[src/rtl/uart_receiver.sv]
// 8N1 UART receiver: 16x oversampling, mid-bit sampling, start-glitch rejection,
// framing-error detection with break-hold so a low line never yields 0x00 bytes.
`timescale 1ns/1ps
module uart_receiver #(
  parameter int OVS_DIV   = 27,
  parameter int INT_WIDTH = 8
) (
  input  logic                 UART_RX_CLOCK_50,
  input  logic                 UART_RX_RESET_InLow,
  input  logic                 UART_RX_RXD_In,
  output logic [INT_WIDTH-1:0] UART_RX_DATA_OutBus,
  output logic                 UART_RX_FLAG_Out,
  output logic                 UART_RX_FRAMEERR_Out,
  output logic                 UART_RX_BUSY_Out
);

  localparam int DIV_W = (OVS_DIV > 1) ? $clog2(OVS_DIV) : 1;
  localparam int IDX_W = (INT_WIDTH > 1) ? $clog2(INT_WIDTH) : 1;
  localparam logic [DIV_W-1:0] DIV_MAX  = DIV_W'(OVS_DIV - 1);
  localparam logic [IDX_W-1:0] LAST_IDX = IDX_W'(INT_WIDTH - 1);

  typedef enum logic [2:0] {IDLE, START, DATA, STOP, BRK_WAIT} state_t;

  state_t               state;
  logic                 rx_meta;
  logic                 rxs;
  logic [DIV_W-1:0]     div_cnt;
  logic [3:0]           tick_cnt;
  logic [IDX_W-1:0]     bit_idx;
  logic [INT_WIDTH-1:0] shift_reg;
  logic [INT_WIDTH-1:0] data_out;
  logic                 flag;
  logic                 frame_err;
  logic                 busy;
  logic                 tick;

  assign tick = (state != IDLE) && (div_cnt == DIV_MAX);

  always_ff @(posedge UART_RX_CLOCK_50 or negedge UART_RX_RESET_InLow) begin
    if (!UART_RX_RESET_InLow) begin
      rx_meta <= 1'b1;
      rxs     <= 1'b1;
    end else begin
      rx_meta <= UART_RX_RXD_In;
      rxs     <= rx_meta;
    end
  end

  always_ff @(posedge UART_RX_CLOCK_50 or negedge UART_RX_RESET_InLow) begin
    if (!UART_RX_RESET_InLow) begin
      state     <= IDLE;
      div_cnt   <= '0;
      tick_cnt  <= '0;
      bit_idx   <= '0;
      shift_reg <= '0;
      data_out  <= '0;
      flag      <= 1'b0;
      frame_err <= 1'b0;
      busy      <= 1'b0;
    end else begin
      flag      <= 1'b0;
      frame_err <= 1'b0;
      if (state == IDLE || tick) div_cnt <= '0;
      else                       div_cnt <= div_cnt + 1'b1;
      if (tick) tick_cnt <= tick_cnt + 1'b1;

      case (state)
        IDLE: begin
          if (!rxs) begin
            state    <= START;
            busy     <= 1'b1;
            tick_cnt <= '0;
          end
        end
        START: begin
          if (tick && tick_cnt == 4'd7) begin
            tick_cnt <= '0;
            if (!rxs) begin
              state   <= DATA;
              bit_idx <= '0;
            end else begin
              state <= IDLE;
              busy  <= 1'b0;
            end
          end
        end
        DATA: begin
          // Non-final bits let tick_cnt wrap 15->0 so the bit grid stays phase-locked.
          if (tick && tick_cnt == 4'd15) begin
            shift_reg[bit_idx] <= rxs;
            if (bit_idx == LAST_IDX) begin
              state    <= STOP;
              tick_cnt <= '0;
            end else begin
              bit_idx <= bit_idx + 1'b1;
            end
          end
        end
        STOP: begin
          if (tick && tick_cnt == 4'd15) begin
            tick_cnt <= '0;
            if (rxs) begin
              data_out <= shift_reg;
              flag     <= 1'b1;
              state    <= IDLE;
              busy     <= 1'b0;
            end else begin
              frame_err <= 1'b1;
              state     <= BRK_WAIT;
            end
          end
        end
        BRK_WAIT: begin
          // Divider is forced to 0 here so an immediate new start edge begins on a clean grid.
          if (rxs) begin
            state    <= IDLE;
            busy     <= 1'b0;
            div_cnt  <= '0;
            tick_cnt <= '0;
          end
        end
        default: begin
          state <= IDLE;
          busy  <= 1'b0;
        end
      endcase
    end
  end

  assign UART_RX_DATA_OutBus  = data_out;
  assign UART_RX_FLAG_Out     = flag;
  assign UART_RX_FRAMEERR_Out = frame_err;
  assign UART_RX_BUSY_Out     = busy;

endmodule

[config.mk]
export PLATFORM = sky130hd
export DESIGN_NAME = uart_receiver
export DESIGN_NICKNAME = d
export VERILOG_FILES = /design/src/rtl/uart_receiver.sv
export SDC_FILE = /design/constraint.sdc
export NUM_CORES = 1
export LEC_CHECK = 0
export ABC_AREA = 0
export BUFFER_PORTS_ARGS = -buffer_cell sky130_fd_sc_hd__buf_2
export CAP_MARGIN = 20
export CORE_ASPECT_RATIO = 0.7
export CORE_MARGIN = 1
export CORE_UTILIZATION = 45
export DETAILED_ROUTE_END_ITERATION = 6
export GPL_ROUTABILITY_DRIVEN = 0
export SLEW_MARGIN = 0
export SYNTH_ARGS = -nofsm -noshare
export SYNTH_HDL_FRONTEND = slang
export SYNTH_SLANG_ARGS = --single-unit
[constraint.sdc]
create_clock -name UART_RX_CLOCK_50 -period 3.1 [get_ports UART_RX_CLOCK_50]
set_clock_uncertainty 0.1 [all_clocks]
set_input_delay 0.62 -clock UART_RX_CLOCK_50 [delete_from_list [all_inputs] [get_ports UART_RX_CLOCK_50]]
set_output_delay 0.62 -clock UART_RX_CLOCK_50 [all_outputs]
set_load 0.05 [all_outputs]
Word-level counts from Yosys, hierarchy flattened:

Index checks and enable logic that the tools add are counted.

* register bits: 36

* add/subtract/negate cells: 3
* magnitude comparators: 2
* eq/ne operators: 16
* muxes and demuxes: 39
* bitwise operators: 1
* reduce and logical (&&, ||, !) cells: 13

Operators with widths (count)
* 2-to-1 mux 3 bit: 11
* 2-to-1 mux 4 bit: 7
* one-hot mux 4 bit (5 select lines): 1
* != test 2 bit (second input constant): 8
* 2-to-1 mux 5 bit: 3
* one-hot mux 3 bit (5 select lines): 1
* 2-to-1 mux 1 bit: 11
* bitwise mux 8 bit: 1
* == test 3 x 2 -> 1 bit (second input constant): 2
* == test 3 bit (second input constant): 2
* one-hot mux 3 bit (2 select lines): 1
* AND reduction 6 bit: 1
* adder 5 x 1 -> 5 bit (second input constant): 1
* == test 5 bit (second input constant): 1
* one-hot mux 1 bit (5 select lines): 1
* AND reduction 5 bit: 1
* adder 4 x 1 -> 4 bit (second input constant): 1
* == test 4 x 3 -> 1 bit (second input constant): 1
* == test 4 bit (second input constant): 1
* logical AND 1 bit: 4
* less-than comparator 3 x 4 -> 1 bit (second input constant): 1
* AND reduction 4 bit: 1
* adder 3 x 1 -> 3 bit (second input constant): 1
* demux 1 bit (select 3 bit): 1
* 10 further kinds: 10

Longest topological paths before layout:

* depth after elaboration: 6
* gate-level depth with buffers: 7
* gate-level depth less buffers: 6

Worst setup path after synthesis:

Ideal clock, no wire load.

* path kind: flip-flop to flip-flop
* start: register div_cnt[0]
* end: register data_out[0] (netlist: UART_RX_DATA_OutBus[0])
* setup time: 0.125 ns
* arrival time: 1.841 ns
* path slack: 1.034 ns
* stages on the path, launching flop included: 8
* buffers on the path: 1
* period minus slack after synthesis: 2.066 ns
* path through: dfrtp_1 inv_1 ha_1 and4b_2 nand3_1 or4_1 buf_6 mux2_4

* cells in the longest elaborated chain, start to end: 4

Ends and longest elaborated chain
* start, declared: line 27 `logic [DIV_W-1:0] div_cnt;`
* start signal, assigned: line 64 `else div_cnt <= div_cnt + 1'b1;`
* == test 5 bit: line 37 `assign tick = (state != IDLE) && (div_cnt == DIV_MAX);`
* logical AND 1 bit: line 37
* logical AND 1 bit: line 100 `if (tick && tick_cnt == 4'd15) begin`
* AND reduction 3 bit (no line)
* end signal, assigned: line 103 `data_out <= shift_reg;`
* end, declared: line 31 `logic [INT_WIDTH-1:0] data_out;`

Every way passes these cells.
A chain may end at the register's enable or synchronous reset.

Worst setup path in the final report:

* start: register div_cnt[0]
* end: register data_out[3] (netlist: UART_RX_DATA_OutBus[3])

Same word-level chain as after synthesis.

==> flow_metrics.py <==
metrics = {
    "synthesis": {
        "seq_area_frac_synth_pct": 50.6,
        "syn_area_per_cell_um2": 11.7,
        "async_flop_share_pct": 100,
        "synth_area_um2": 1790,
        "synth_warnings": 0,
        "synth_fa_ha_area_share_pct": 4.06,
        "ys_ff_latch": 36,
        "synth_cell_type_count": 43,
        "yosys_most_used_dff": "dfrtp_1",
        "synthXorXnorAreaFrac_pct": 2.94,
        "synth_mux_area_share_pct": 12.9,
        "synth-compound-area-share_pct": 9.59,
        "synth_edf_count": 0,
        "synth_top_family_by_area": "simple AND/OR/NAND/NOR gates",
        "synth_area_leaders": "dfrtp_1 48%, mux2_4 6.7%, mux2_2 5.0%, ha_1 3.5%, dfstp_2 2.9%",
        "synthCells": 153,
        "synth_top_area_share_pct": 47.6,
        "syn_nets": 161,
        "yosys.area_share.simple_pct": 16.8,
        "yosysTopAreaCell": "dfrtp_1",
    },
    "placed_design": {
        "dp_hpwl_um": 2130,
        "place_ws_ps": 727,
        "placed_area_um2": 1870,
        "port_buffers": 13,
    },
    "pwr": {
        "leakagePower_uw": 0.000931,
        "p_per_area_nw_per_um2": 467,
        "vdd_ir_drop_max_mv": 0.305,
    },
    "die": {
        "die_y_um": 54.7,
        "chipWidth_um": 77.3,
        "ios": 14,
        "die_area_um2": 4230,
        "core_area_um2": 3650,
        "initial_utilization_pct": 49.0,
        "rows": 18,
    },
    "grt": {
        "top_usage_layer": "met2",
        "use_met2_pct": 24.5,
        "grt_antenna_before_repair": 0,
        "grt_max_degree": 37,
        "grt_pass1_vias": 1069,
        "grt.total_usage_pct": 16.6,
        "grt_pass1_wl_um": 5190,
        "grt_util_met1_pct": 23.8,
        "grt_util_met3_pct": 5.00,
        "grt_overflow_total": 0,
    },
    "sta": {
        "setup_ws_ps": 706,
        "relSlewSlack_pct": 46.9,
        "finalCritPeriodShare_pct": 77.2,
        "max_freq_mhz": 418,
        "finalHoldViolCount": 0,
        "fin_tns_setup_ps": 0,
        "setup_viol": 0,
        "hold_ws_ps": 260,
        "finalMaxSlewViolations": 0,
        "timing.final.crit_period_ps": 2390,
        "max_slew.worst_pin.slew_ps": 796,
        "rsz0062_at_grt": "no",
    },
    "setup_path": {
        "required_ps": 3170,
        "cp_max_fo": 8,
        "cpPeakStageDelay_ps": 770,
        "start_kind": "flop",
        "crit_path_end_kind": "flop",
        "arrival_ps": 2460,
        "criticalPathCategory": "flop to flop",
        "crit_chain": "inv_1 -> ha_1 -> and4b_2 -> nand3_1 -> or4_1 -> mux2_4",
        "critical-path-top-delay-family": "simple AND/OR/NAND/NOR gates",
        "timing.critical_path.buf_inv": 1,
        "cp_slowest_cell": "or4_1",
    },
    "clock_tree": {
        "cts_resized": 0,
        "post_cts_buffers": 0,
        "tritoncts": "done",
        "cts.htree.levels": 2,
        "clock_tree.buffer_depth": 2,
        "cts_buffers": 5,
        "holdBufCountCts": 0,
        "clkSlewWorstSetupHoldPaths_ps": 70,
        "cts-root-buf": "clkbuf_8",
        "cts_sinks": 36,
        "insertion_delay_ps": 280,
    },
    "layout": {
        "syn_to_final_growth_pct": 11.9,
        "final_area_um2": 2000,
        "most-common-layout-cells": "34 x dfrtp_1, 13 x nor2_1, 13 x buf_2",
        "final_nets": 173,
        "n_antenna_cell": 0,
        "fin_util_pct": 54.8,
        "fill_cells": 331,
        "layout_commonest_cell": "dfrtp_1",
        "drive_above_1_share_pct": 28.9,
    },
    "job": {
        "drv_cap": 0,
    },
    "detailed_routing": {
        "vias": 1195,
        "ant_nets": 0,
        "drt_iter0_markers": 41,
        "viasPerCell": 5.53,
        "firstDrtPassIters": 4,
        "drt_wl_total_um": 3100,
        "wl_per_cell_um": 14.4,
        "drc_errors": 0,
    },
    "status": {
        "status": "completed",
    },
    "worst_hold_path": {
        "hp-class": "flop to flop",
    },
}
==> worst paths after layout <==
| check | from | depth (start not counted) | end | slack [ps] |
|---|---|---|---|---|
| worst max-delay path | div_cnt[0]$_DFF_PN0_ | 6 | UART_RX_DATA_OutBus[3]$_DFFE_PN0P_ | 710 |
| worst min-delay path | rx_meta$_DFF_PN1_ | 0 | rxs$_DFF_PN1_ | 260 |
| worst max register to register | div_cnt[0]$_DFF_PN0_ | 6 | UART_RX_DATA_OutBus[3]$_DFFE_PN0P_ | 710 |
| worst min register to register | rx_meta$_DFF_PN1_ | 0 | rxs$_DFF_PN1_ | 260 |
| max in group asynchronous | UART_RX_RESET_InLow | 1 | bit_idx[0]$_DFFE_PN0P_ | 2080 |
| min in group asynchronous | UART_RX_RESET_InLow | 1 | div_cnt[2]$_DFF_PN0_ | 320 |
==> worst reg2reg max path, delay by kind of cell, from the launching register on <==
| kind | cells | cell delay, ps |
|---|---|---|
| buffers and inverters | 1 | 70 |
| adders and majority gates | 1 | 170 |
| and+or+nand+nor | 3 | 1130 |
| muxes | 1 | 400 |
| DFF | 1 | 410 |
==> cell usage after synthesis (2+ instances only) <==
library cell,number
a2111oi_0,2
a21oi_1,4
a22o_1,3
clkbuf_1,5
dfrtp_1,34
dfstp_2,2
ha_1,5
inv_1,4
mux2_2,8
mux2_4,8
mux2i_1,2
nand2_1,8
nand3_1,5
nand3b_1,2
nand4_1,2
nor2_1,13
nor2b_1,2
nor3_1,5
nor3b_1,4
o21ai_0,4
o31ai_1,4
or4b_2,2
xnor2_1,3
xor2_1,3
==> final cells by class <==
type	count	area [µm²]	share of cell area, %
clock buffers	7	96.3	4.82
clock inverters	1	30.0	1.50
inverters	4	15.0	0.751
multi-input cells	105	827	41.4
flip-flops and latches	36	903	45.2
well taps	50	62.6	3.13
repair buffers	13	65.1	3.25
==> power breakdown <==
group	switching, µW	leakage (µW)	internal (µW)
Clock	163	0.0000645	284
Combinational	10.0	0.000401	1.88
Sequential	3.42	0.000466	472
==> cells by family (layout without fill, tap and decap cells) <==
group                    Yosys count  in the layout
adder cells (fa/ha/maj)            6              6
buffers and inverters             12             25
flip-flops                        36             36
AND/OR/NAND/NOR                   51             51
AO/OA/AOI/OAI                     24             24
multiplexers                      18             18
XOR/XNOR                           6              6
==> per-layer routing <==
layer / vias to the layer above / part of all wire (%)
met1: 579 / 53
li1: 580 / -
met2: 36 / 41
met3: 0 / 5.5
met5: - / 0
met4: 0 / 0
==> per-stage QoR <==
stage | power (µW) | cells
after floorplan | 485 | 153
after global placement | 497 | 208
after global routing | 973 | 216
after CTS | 947 | 216
after detailed placement | 497 | 208
final | 934 | 216
Power figures use the tool's default switching activity.
